==> src/rtl/cpu6_pipereg_hs_pkg.sv <==
// Shared constants for the CPU6 handshaked pipeline-stage register.
//
// Holds the FSM state encoding and the default CPU6 bundle widths so that
// every stage boundary (IF/ID, ID/EX, EX/MEM, MEM/WB) decodes the same way.
// Contents:
//   CPU6_XLEN            - architectural register width
//   CPU6_PIPEREG_DATA_W  - default data bundle width (instr + pc)
//   CPU6_PIPEREG_ST_*    - state width and state encodings
package cpu6_pipereg_hs_pkg;

  localparam int unsigned CPU6_XLEN           = 32;
  localparam int unsigned CPU6_PIPEREG_DATA_W = 2 * CPU6_XLEN;

  localparam int unsigned CPU6_PIPEREG_ST_W = 2;

  typedef logic [CPU6_PIPEREG_ST_W-1:0] cpu6_pipereg_st_t;

  localparam cpu6_pipereg_st_t CPU6_PIPEREG_ST_EMPTY = 2'd0;  // main invalid
  localparam cpu6_pipereg_st_t CPU6_PIPEREG_ST_FULL  = 2'd1;  // main valid, skid empty
  localparam cpu6_pipereg_st_t CPU6_PIPEREG_ST_SKID  = 2'd2;  // main and skid valid

endpackage

==> src/rtl/cpu6_satcnt.sv <==
// Parametrised-width saturating up-counter.
//
// Ports:
//   clk   - clock, rising edge
//   reset - asynchronous active-low reset, clears the count
//   inc   - increment request for this cycle
//   cnt   - current count; sticks at all-ones once reached
module cpu6_satcnt #(
  parameter int unsigned W = 32
) (
  input  logic         clk,
  input  logic         reset,
  input  logic         inc,
  output logic [W-1:0] cnt
);

  logic [W-1:0] cnt_q, cnt_d;

  always_comb begin
    cnt_d = cnt_q;
    if (inc && (cnt_q != {W{1'b1}})) begin
      cnt_d = cnt_q + {{(W-1){1'b0}}, 1'b1};
    end
  end

  always_ff @(posedge clk or negedge reset) begin
    if (!reset) begin
      cnt_q <= '0;
    end else begin
      cnt_q <= cnt_d;
    end
  end

  assign cnt = cnt_q;

endmodule

==> src/rtl/cpu6_pipereg_hs.sv <==
// Handshaked pipeline-stage register with a 2-entry skid buffer and flush.
//
// The main register drives the outputs directly; the skid register catches
// the entry accepted in the cycle downstream stalls, so in_ready can be a
// flop and throughput stays at one entry per cycle. Flush empties the stage
// and drives the bubble control value.
//
// Ports:
//   clk, reset          - clock (rising edge), async active-low reset
//   flush               - synchronous kill of held and incoming entries
//   in_valid/in_ready   - upstream handshake (in_ready is registered)
//   in_ctrl/in_data     - upstream control and data bundles
//   out_valid/out_ready - downstream handshake
//   out_ctrl/out_data   - held control (CTRL_BUBBLE when empty) and data
//
// Optional build macro CPU6_PIPEREG_PERF_EN adds perf_stall_cnt and
// perf_flush_cnt saturating 32-bit counters.
module cpu6_pipereg_hs
  import cpu6_pipereg_hs_pkg::*;
#(
  parameter int unsigned        CTRL_W      = 16,
  parameter int unsigned        DATA_W      = CPU6_PIPEREG_DATA_W,
  parameter logic [CTRL_W-1:0]  CTRL_BUBBLE = {CTRL_W{1'b0}}
) (
  input  logic              clk,
  input  logic              reset,
  input  logic              flush,
  input  logic              in_valid,
  output logic              in_ready,
  input  logic [CTRL_W-1:0] in_ctrl,
  input  logic [DATA_W-1:0] in_data,
  output logic              out_valid,
  input  logic              out_ready,
  output logic [CTRL_W-1:0] out_ctrl,
  output logic [DATA_W-1:0] out_data
`ifdef CPU6_PIPEREG_PERF_EN
  ,
  output logic [31:0]       perf_stall_cnt,
  output logic [31:0]       perf_flush_cnt
`endif
);

  cpu6_pipereg_st_t  state_q, state_d;
  logic              in_ready_q;
  logic [CTRL_W-1:0] main_ctrl_q, main_ctrl_d;
  logic [DATA_W-1:0] main_data_q, main_data_d;
  logic [CTRL_W-1:0] skid_ctrl_q, skid_ctrl_d;
  logic [DATA_W-1:0] skid_data_q, skid_data_d;
  logic              in_fire, out_fire;

  assign out_valid = (state_q != CPU6_PIPEREG_ST_EMPTY);
  assign in_fire   = in_valid & in_ready_q;
  assign out_fire  = out_valid & out_ready;

  always_comb begin
    state_d     = state_q;
    main_ctrl_d = main_ctrl_q;
    main_data_d = main_data_q;
    skid_ctrl_d = skid_ctrl_q;
    skid_data_d = skid_data_q;
    if (flush) begin
      // Data is left alone so out_data keeps its last value.
      state_d     = CPU6_PIPEREG_ST_EMPTY;
      main_ctrl_d = CTRL_BUBBLE;
    end else begin
      case (state_q)
        CPU6_PIPEREG_ST_EMPTY: begin
          if (in_fire) begin
            state_d     = CPU6_PIPEREG_ST_FULL;
            main_ctrl_d = in_ctrl;
            main_data_d = in_data;
          end
        end
        CPU6_PIPEREG_ST_FULL: begin
          if (in_fire && out_fire) begin
            main_ctrl_d = in_ctrl;
            main_data_d = in_data;
          end else if (in_fire) begin
            state_d     = CPU6_PIPEREG_ST_SKID;
            skid_ctrl_d = in_ctrl;
            skid_data_d = in_data;
          end else if (out_fire) begin
            // Keep main_ctrl at the bubble value whenever empty so out_ctrl
            // is a plain flop output.
            state_d     = CPU6_PIPEREG_ST_EMPTY;
            main_ctrl_d = CTRL_BUBBLE;
          end
        end
        CPU6_PIPEREG_ST_SKID: begin
          if (out_fire) begin
            state_d     = CPU6_PIPEREG_ST_FULL;
            main_ctrl_d = skid_ctrl_q;
            main_data_d = skid_data_q;
          end
        end
        default: begin
          state_d     = CPU6_PIPEREG_ST_EMPTY;
          main_ctrl_d = CTRL_BUBBLE;
        end
      endcase
    end
  end

  always_ff @(posedge clk or negedge reset) begin
    if (!reset) begin
      state_q     <= CPU6_PIPEREG_ST_EMPTY;
      in_ready_q  <= 1'b1;
      main_ctrl_q <= CTRL_BUBBLE;
      main_data_q <= '0;
      skid_ctrl_q <= '0;
      skid_data_q <= '0;
    end else begin
      state_q     <= state_d;
      in_ready_q  <= (state_d != CPU6_PIPEREG_ST_SKID);
      main_ctrl_q <= main_ctrl_d;
      main_data_q <= main_data_d;
      skid_ctrl_q <= skid_ctrl_d;
      skid_data_q <= skid_data_d;
    end
  end

  assign in_ready = in_ready_q;
  assign out_ctrl = main_ctrl_q;
  assign out_data = main_data_q;

`ifdef CPU6_PIPEREG_PERF_EN
  cpu6_satcnt #(
    .W (32)
  ) u_stall_cnt (
    .clk   (clk),
    .reset (reset),
    .inc   (out_valid & ~out_ready),
    .cnt   (perf_stall_cnt)
  );

  cpu6_satcnt #(
    .W (32)
  ) u_flush_cnt (
    .clk   (clk),
    .reset (reset),
    .inc   (flush & out_valid),
    .cnt   (perf_flush_cnt)
  );
`endif

`ifndef SYNTHESIS
  // Upstream must hold a stalled offer; a flush releases that obligation.
  a_in_stable: assert property (@(posedge clk) disable iff (!reset)
    (in_valid && !in_ready_q && !flush) |=>
      (in_valid && $stable(in_ctrl) && $stable(in_data)));
`endif

endmodule

==> config.mk <==
export PLATFORM = sky130hd
export DESIGN_NAME = cpu6_pipereg_hs
export DESIGN_NICKNAME = d
export VERILOG_FILES = /design/src/rtl/cpu6_pipereg_hs_pkg.sv /design/src/rtl/cpu6_satcnt.sv /design/src/rtl/cpu6_pipereg_hs.sv
export SDC_FILE = /design/constraint.sdc
export NUM_CORES = 1
export LEC_CHECK = 0
export ABC_AREA = 1
export CORE_UTILIZATION = 32
export DETAILED_ROUTE_END_ITERATION = 10
export PLACE_DENSITY = 0.64
export SYNTH_ARGS = -nofsm -noshare
export SYNTH_HDL_FRONTEND = slang
export SYNTH_SLANG_ARGS = --single-unit
==> constraint.sdc <==
create_clock -name clk -period 1.8 [get_ports clk]
set_clock_uncertainty 0.1 [all_clocks]
set_input_delay 0.36 -clock clk [delete_from_list [all_inputs] [get_ports clk]]
set_output_delay 0.36 -clock clk [all_outputs]
set_load 0.02 [all_outputs]
==> results.py, run 1 <==
metrics = {
    "outcome": {
        "status": "finished, final reports clean",
    },
    "grt": {
        "antenna_found_initial": 0,
        "grt_max_degree": 77,
        "grt_pass1_vias": 6103,
        "grt_usage_pct": 17.0,
        "gr-total-overflow": 0,
        "grt_pass1_wl_mm": 32.1,
    },
    "clocking": {
        "clockBufferDepth": 2,
        "cts_made_buffers": 17,
        "clkLatencyLatePin_ps": 430,
        "clkSinkCount": 163,
        "cts_tree": "yes",
        "cts_setup_buffers": 0,
        "root_buffer": "clkbuf_16",
        "clkTransAtPathRegs_ps": 70,
        "cts.htree.levels": 4,
    },
    "die": {
        "coreArea_mm2": 0.0227,
        "placementRows": 55,
        "dieArea_mm2": 0.0239,
        "die_h_um": 155,
        "start_util_pct": 32.8,
        "dieWidth_um": 155,
        "io_pins": 167,
    },
    "critical_path": {
        "crit_path_top_delay_cell": "dfstp_2",
        "path_class": "reg2out",
        "required_ps": 1340,
        "path_cells": "dlygate4sd2_1",
        "cp_slowest_stage_delay_ps": 540,
        "arrival_ps": 1300,
        "path_delay_family": "flip-flops",
        "crit_cells": 1,
        "rr_worst_depth": 7,
        "critPathMaxFanout": 2,
        "critPathLaunchType": "flop",
        "worst_setup_path_end_kind": "output port",
        "crit_buf_inv": 1,
    },
    "yosys": {
        "synthArstFlopShare_pct": 100,
        "syn-cell-area_mm2": 0.00745,
        "ys_seq_elements": 163,
        "synth.avg_cell_area_um2": 8.14,
        "yosysWarningCount": 0,
        "synth_cells": 915,
        "ys_types": 21,
        "synth_edf_count": 0,
        "synth_flop_cell": "dfrtp_1",
        "synth_seq_area_share_pct": 54.8,
        "synth_fp_nets": 1000,
    },
    "layout": {
        "diodes": 0,
        "mostFrequentLayoutCells": "343 x nand2_1, 161 x dfrtp_1, 85 x inv_1, 83 x clkdlybuf4s50_1, 81 x dlygate4sd2_1",
        "drive_above_1_share_pct": 8.43,
        "fin_cells": 1365,
        "area_delta_synth_final_pct": 34.5,
        "fin_util_pct": 44.1,
        "final_common_cell": "nand2_1",
        "num-nets-final": 1152,
    },
    "drt": {
        "wl_per_cell_um": 14.4,
        "routed_wirelength_mm": 19.7,
        "first_pass_iters": 5,
        "postRouteAntennaNets": 0,
        "drc": 0,
        "vias": 6399,
        "drtIter0Drc": 355,
        "vias_per_cell": 4.69,
    },
    "sta": {
        "setup_viol_count_final": 0,
        "tightest_slew_ps": 520,
        "slew_headroom_pct": 65.4,
        "hold_violations": 0,
        "drv_slew": 0,
        "min_period_ps": 1760,
        "rsz0062_at_grt": "true",
        "fmax_mhz": 568,
        "fin_crit_sh_pct": 97.9,
    },
    "job": {
        "maxCapViolations": 0,
    },
    "place": {
        "portBuffers": 166,
        "dp.final_hpwl_mm": 12.4,
        "placedCellCount": 1331,
        "place_congestion": 0.765,
    },
    "power": {
        "ir_drop_mv": 0.572,
        "p_leak_nw": 5.24,
        "powerDensity_mw_per_mm2": 1120,
    },
    "hold_path": {
        "hold_class": "in2async",
    },
}
[through the flow]
step	setup WS (ps)	hold WS (ps)	setup TNS (ps)	total power [mW]	area [um2]
global route	-5.32	317	-5.32	11.9	10000
global placement	-173	197	-16980	7.74	9470
detailed placement	-196	196	-19430	7.81	9470
CTS	6.99	298	0	11.3	9980
floorplan	116	-35.6	0	6.41	7450
finish	38.3	301	0	11.2	10000
[sequential cells by signal, indices dropped and copies added (netlist names)]
signal       cells
out_ctrl        16
skid_ctrl_q     16
out_data        64
in_ready         1
state_q          2
skid_data_q     64
[routing by layer]
metal  part of all wire [%]  wire (um)  track usage, %  up-vias
met5                      0          0               0        -
met4                    1.1        212            5.14        0
met3                    5.3       1040            3.59       14
met2                     46       9100            27.1      161
met1                     47       9300            23.1     3003
li1                       -          -               -     3221
[final timing paths]
kind                              startpoint            to  slack (ps)
worst max-delay path                in_ready      in_ready          40
worst min-delay path                   reset  out_data[11]         300
worst max register to register      in_ready  out_data[27]         100
worst min register to register  out_data[51]  out_data[51]         360
max in group asynchronous              reset      in_ready         680
min in group clk                out_data[51]  out_data[51]         360
[report_power, final]
group          leakage (nW)  internal [mW]  switching (mW)  total, mW
sequential             1.99           4.49           0.405       4.90
clock                 0.287           2.14            1.58       3.71
combinational          2.96           1.05            1.53       2.57
[final cells by class]
cell class / instances / area [um2]
Fill cell: 2281 / 12700
Sequential cell: 163 / 4080
Multi-Input combinational cell: 600 / 2720
Timing Repair Buffer: 195 / 1920
Clock buffer: 19 / 453
Tap cell: 285 / 357
Inverter: 90 / 338
Clock inverter: 13 / 149
[logic make-up after synthesis]
group | synth area share, %
AND/OR/NAND/NOR | 25.2
flip-flops | 54.8
buffers and inverters | 9.28
AO/OA/AOI/OAI | 10.8
[what timing repair did]
item,CTS,global route
endpoints found under the setup margin,82,10
gates resized for setup,86,3
hold buffers,1,0
cloned,0,1
endpoints found under the hold margin,28,0
[cells in the mapped netlist (5+ instances only)]
master      n  area [um2]
a21oi_1    19        95.1
a21oi_2    12         105
buf_2      34         170
buf_4      11        82.6
buf_6       5        56.3
clkbuf_1   12        45.0
dfrtp_1   162        4050
inv_1      85         319
inv_2       5        18.8
nand2_1   345        1290
nand4_1    64         400
nor2_1     31         116
o21ai_0    69         345
o21ai_1    50         250
(Power assumes the default switching activity.)
==> inputs of run 2 (changes only) <==
- CORE_MARGIN: default -> 5
- CTS_BUF_LIST: default -> sky130_fd_sc_hd__clkbuf_16
==> results.py, run 2 (synthesis results as in run 1) <==
metrics = {
    "drt": {
        "routed_wirelength_mm": 19.7,
        "postRouteAntennaNets": 0,
        "vias_per_cell": 4.54,
        "first_pass_iters": 6,
        "drc": 0,
        "wl_per_cell_um": 14.0,
        "drtIter0Drc": 364,
        "vias": 6392,
    },
    "sta": {
        "tightest_slew_ps": 487,
        "slew_headroom_pct": 67.6,
        "fin_crit_sh_pct": 97.0,
        "fmax_mhz": 573,
        "drv_slew": 0,
        "setup_viol_count_final": 0,
        "rsz0062_at_grt": "false",
        "hold_violations": 0,
        "min_period_ps": 1750,
        "setup_tns_ps": 0,
    },
    "critical_path": {
        "worst_setup_path_end_kind": "output port",
        "critPathMaxFanout": 2,
        "critPathLaunchType": "flop",
        "path_class": "reg2out",
        "cp_slowest_stage_delay_ps": 540,
        "crit_buf_inv": 1,
        "path_cells": "dlygate4sd2_1",
        "arrival_ps": 1290,
        "path_delay_family": "flip-flops",
        "crit_path_top_delay_cell": "dfstp_2",
        "required_ps": 1340,
    },
    "clocking": {
        "cts_tree": "yes",
        "cts.htree.levels": 4,
        "clockBufferDepth": 2,
        "clkTransAtPathRegs_ps": 70,
        "root_buffer": "clkbuf_16",
        "clkLatencyLatePin_ps": 420,
        "clkSinkCount": 163,
        "cts_made_buffers": 17,
    },
    "layout": {
        "mostFrequentLayoutCells": "344 x nand2_1, 161 x dfrtp_1, 86 x inv_1, 83 x clkdlybuf4s50_1, 81 x dlygate4sd2_1",
        "diodes": 0,
        "num-nets-final": 1167,
        "fin_util_pct": 45.0,
        "area_delta_synth_final_pct": 37.6,
        "drive_above_1_share_pct": 9.13,
        "final_common_cell": "nand2_1",
    },
    "die": {
        "start_util_pct": 32.7,
        "coreArea_mm2": 0.0228,
        "dieWidth_um": 163,
        "placementRows": 55,
        "dieArea_mm2": 0.0264,
        "die_h_um": 163,
        "io_pins": 167,
    },
    "power": {
        "ir_drop_mv": 0.450,
        "p_int_mw": 7.63,
        "report.power.total_mw": 11.1,
        "seq_power_share_pct": 44.1,
        "clkPwrFrac_pct": 31.9,
        "switching_share_pct": 31.1,
        "power.switching_mw": 3.45,
        "comb_power_share_pct": 23.9,
        "p_leak_nw": 5.35,
        "powerDensity_mw_per_mm2": 1080,
    },
    "outcome": {
        "status": "finished, final reports clean",
    },
    "place": {
        "portBuffers": 166,
        "place_congestion": 0.771,
        "dp.final_hpwl_mm": 13.2,
    },
    "job": {
        "maxCapViolations": 0,
    },
    "grt": {
        "gr-total-overflow": 0,
        "antenna_found_initial": 2,
        "grt_max_degree": 59,
        "grt_pass1_vias": 6225,
        "grt_pass1_wl_mm": 32.4,
        "grt_usage_pct": 15.2,
    },
    "hold_path": {
        "hold_class": "in2async",
    },
}
[run 2: layout make-up]
class                           count  area [um2]
Sequential cell                   163        4080
Clock buffer                       17         425
Timing Repair Buffer              210        2160
Tap cell                          313         392
Fill cell                        2260       12500
Multi-Input combinational cell    600        2720
Clock inverter                     15         141
Inverter                           90         340
[run 2: path summary, 6_finish.rpt]
check / to / start / cells after the start / slack, ps
hold / removal: skid_data_q[3] / reset / 2 / 360
hold reg to reg: out_data[51] / out_data[51] / 2 / 360
min in group clk: out_data[51] / out_data[51] / 2 / 360
setup reg to reg: out_data[22] / in_ready / 7 / 100
setup / recovery: in_ready / in_ready / 1 / 50
max in group asynchronous: skid_ctrl_q[11] / reset / 3 / 630
[run 2: metrics by stage]
step	hold WS, ps	instance area [um2]	instances	worst slack, ps
global route	385	10300	1408	12.4
CTS	350	10200	1406	-32.0
global placement	238	9750	1373	-242
finish	356	10300	1408	53.4
detailed placement	241	9750	1373	-267
floorplan	-35.6	7450	915	116
[run 2: what timing repair did]
action                                 CTS  global route
gates resized for setup                 85             6
buffers inserted                         0             2
setup endpoints to repair               82            18
hold buffers                             1             0
endpoints found under the hold margin   38             0
[run 2: power by group through the flow]
stage	registers, mW	logic, mW	clock network [mW]
2_1_floorplan	5.32	1.09	0
3_3_place_gp	4.95	2.89	0
3_5_place_dp	4.96	2.94	0
4_1_cts	4.89	2.70	3.67
5_1_grt	4.99	2.97	3.83
6_report	4.89	2.65	3.54
[run 2: routing by layer]
metal | vias up | wire length, um | global-route usage, %
li1 | 3252 | - | -
met1 | 2954 | 9360 | 20.9
met2 | 158 | 8940 | 23.8
met3 | 24 | 1030 | 3.59
met4 | 4 | 316 | 4.99
met5 | - | 30 | 0
[run 2: worst reg2reg max path, stage by stage (launching register included)]
cell	delay, ps
dfstp_2	540
nand2_1	80
buf_4	170
o21ai_4	210
buf_4	190
buf_12	150
nand4_1	120
nand2_1	80
==> inputs of run 3 (changes only) <==
- ABC_CLOCK_PERIOD_IN_PS: default -> 1800
==> results of run 3 <==
The final DEF is identical to that of run 2; final timing and power are the same.
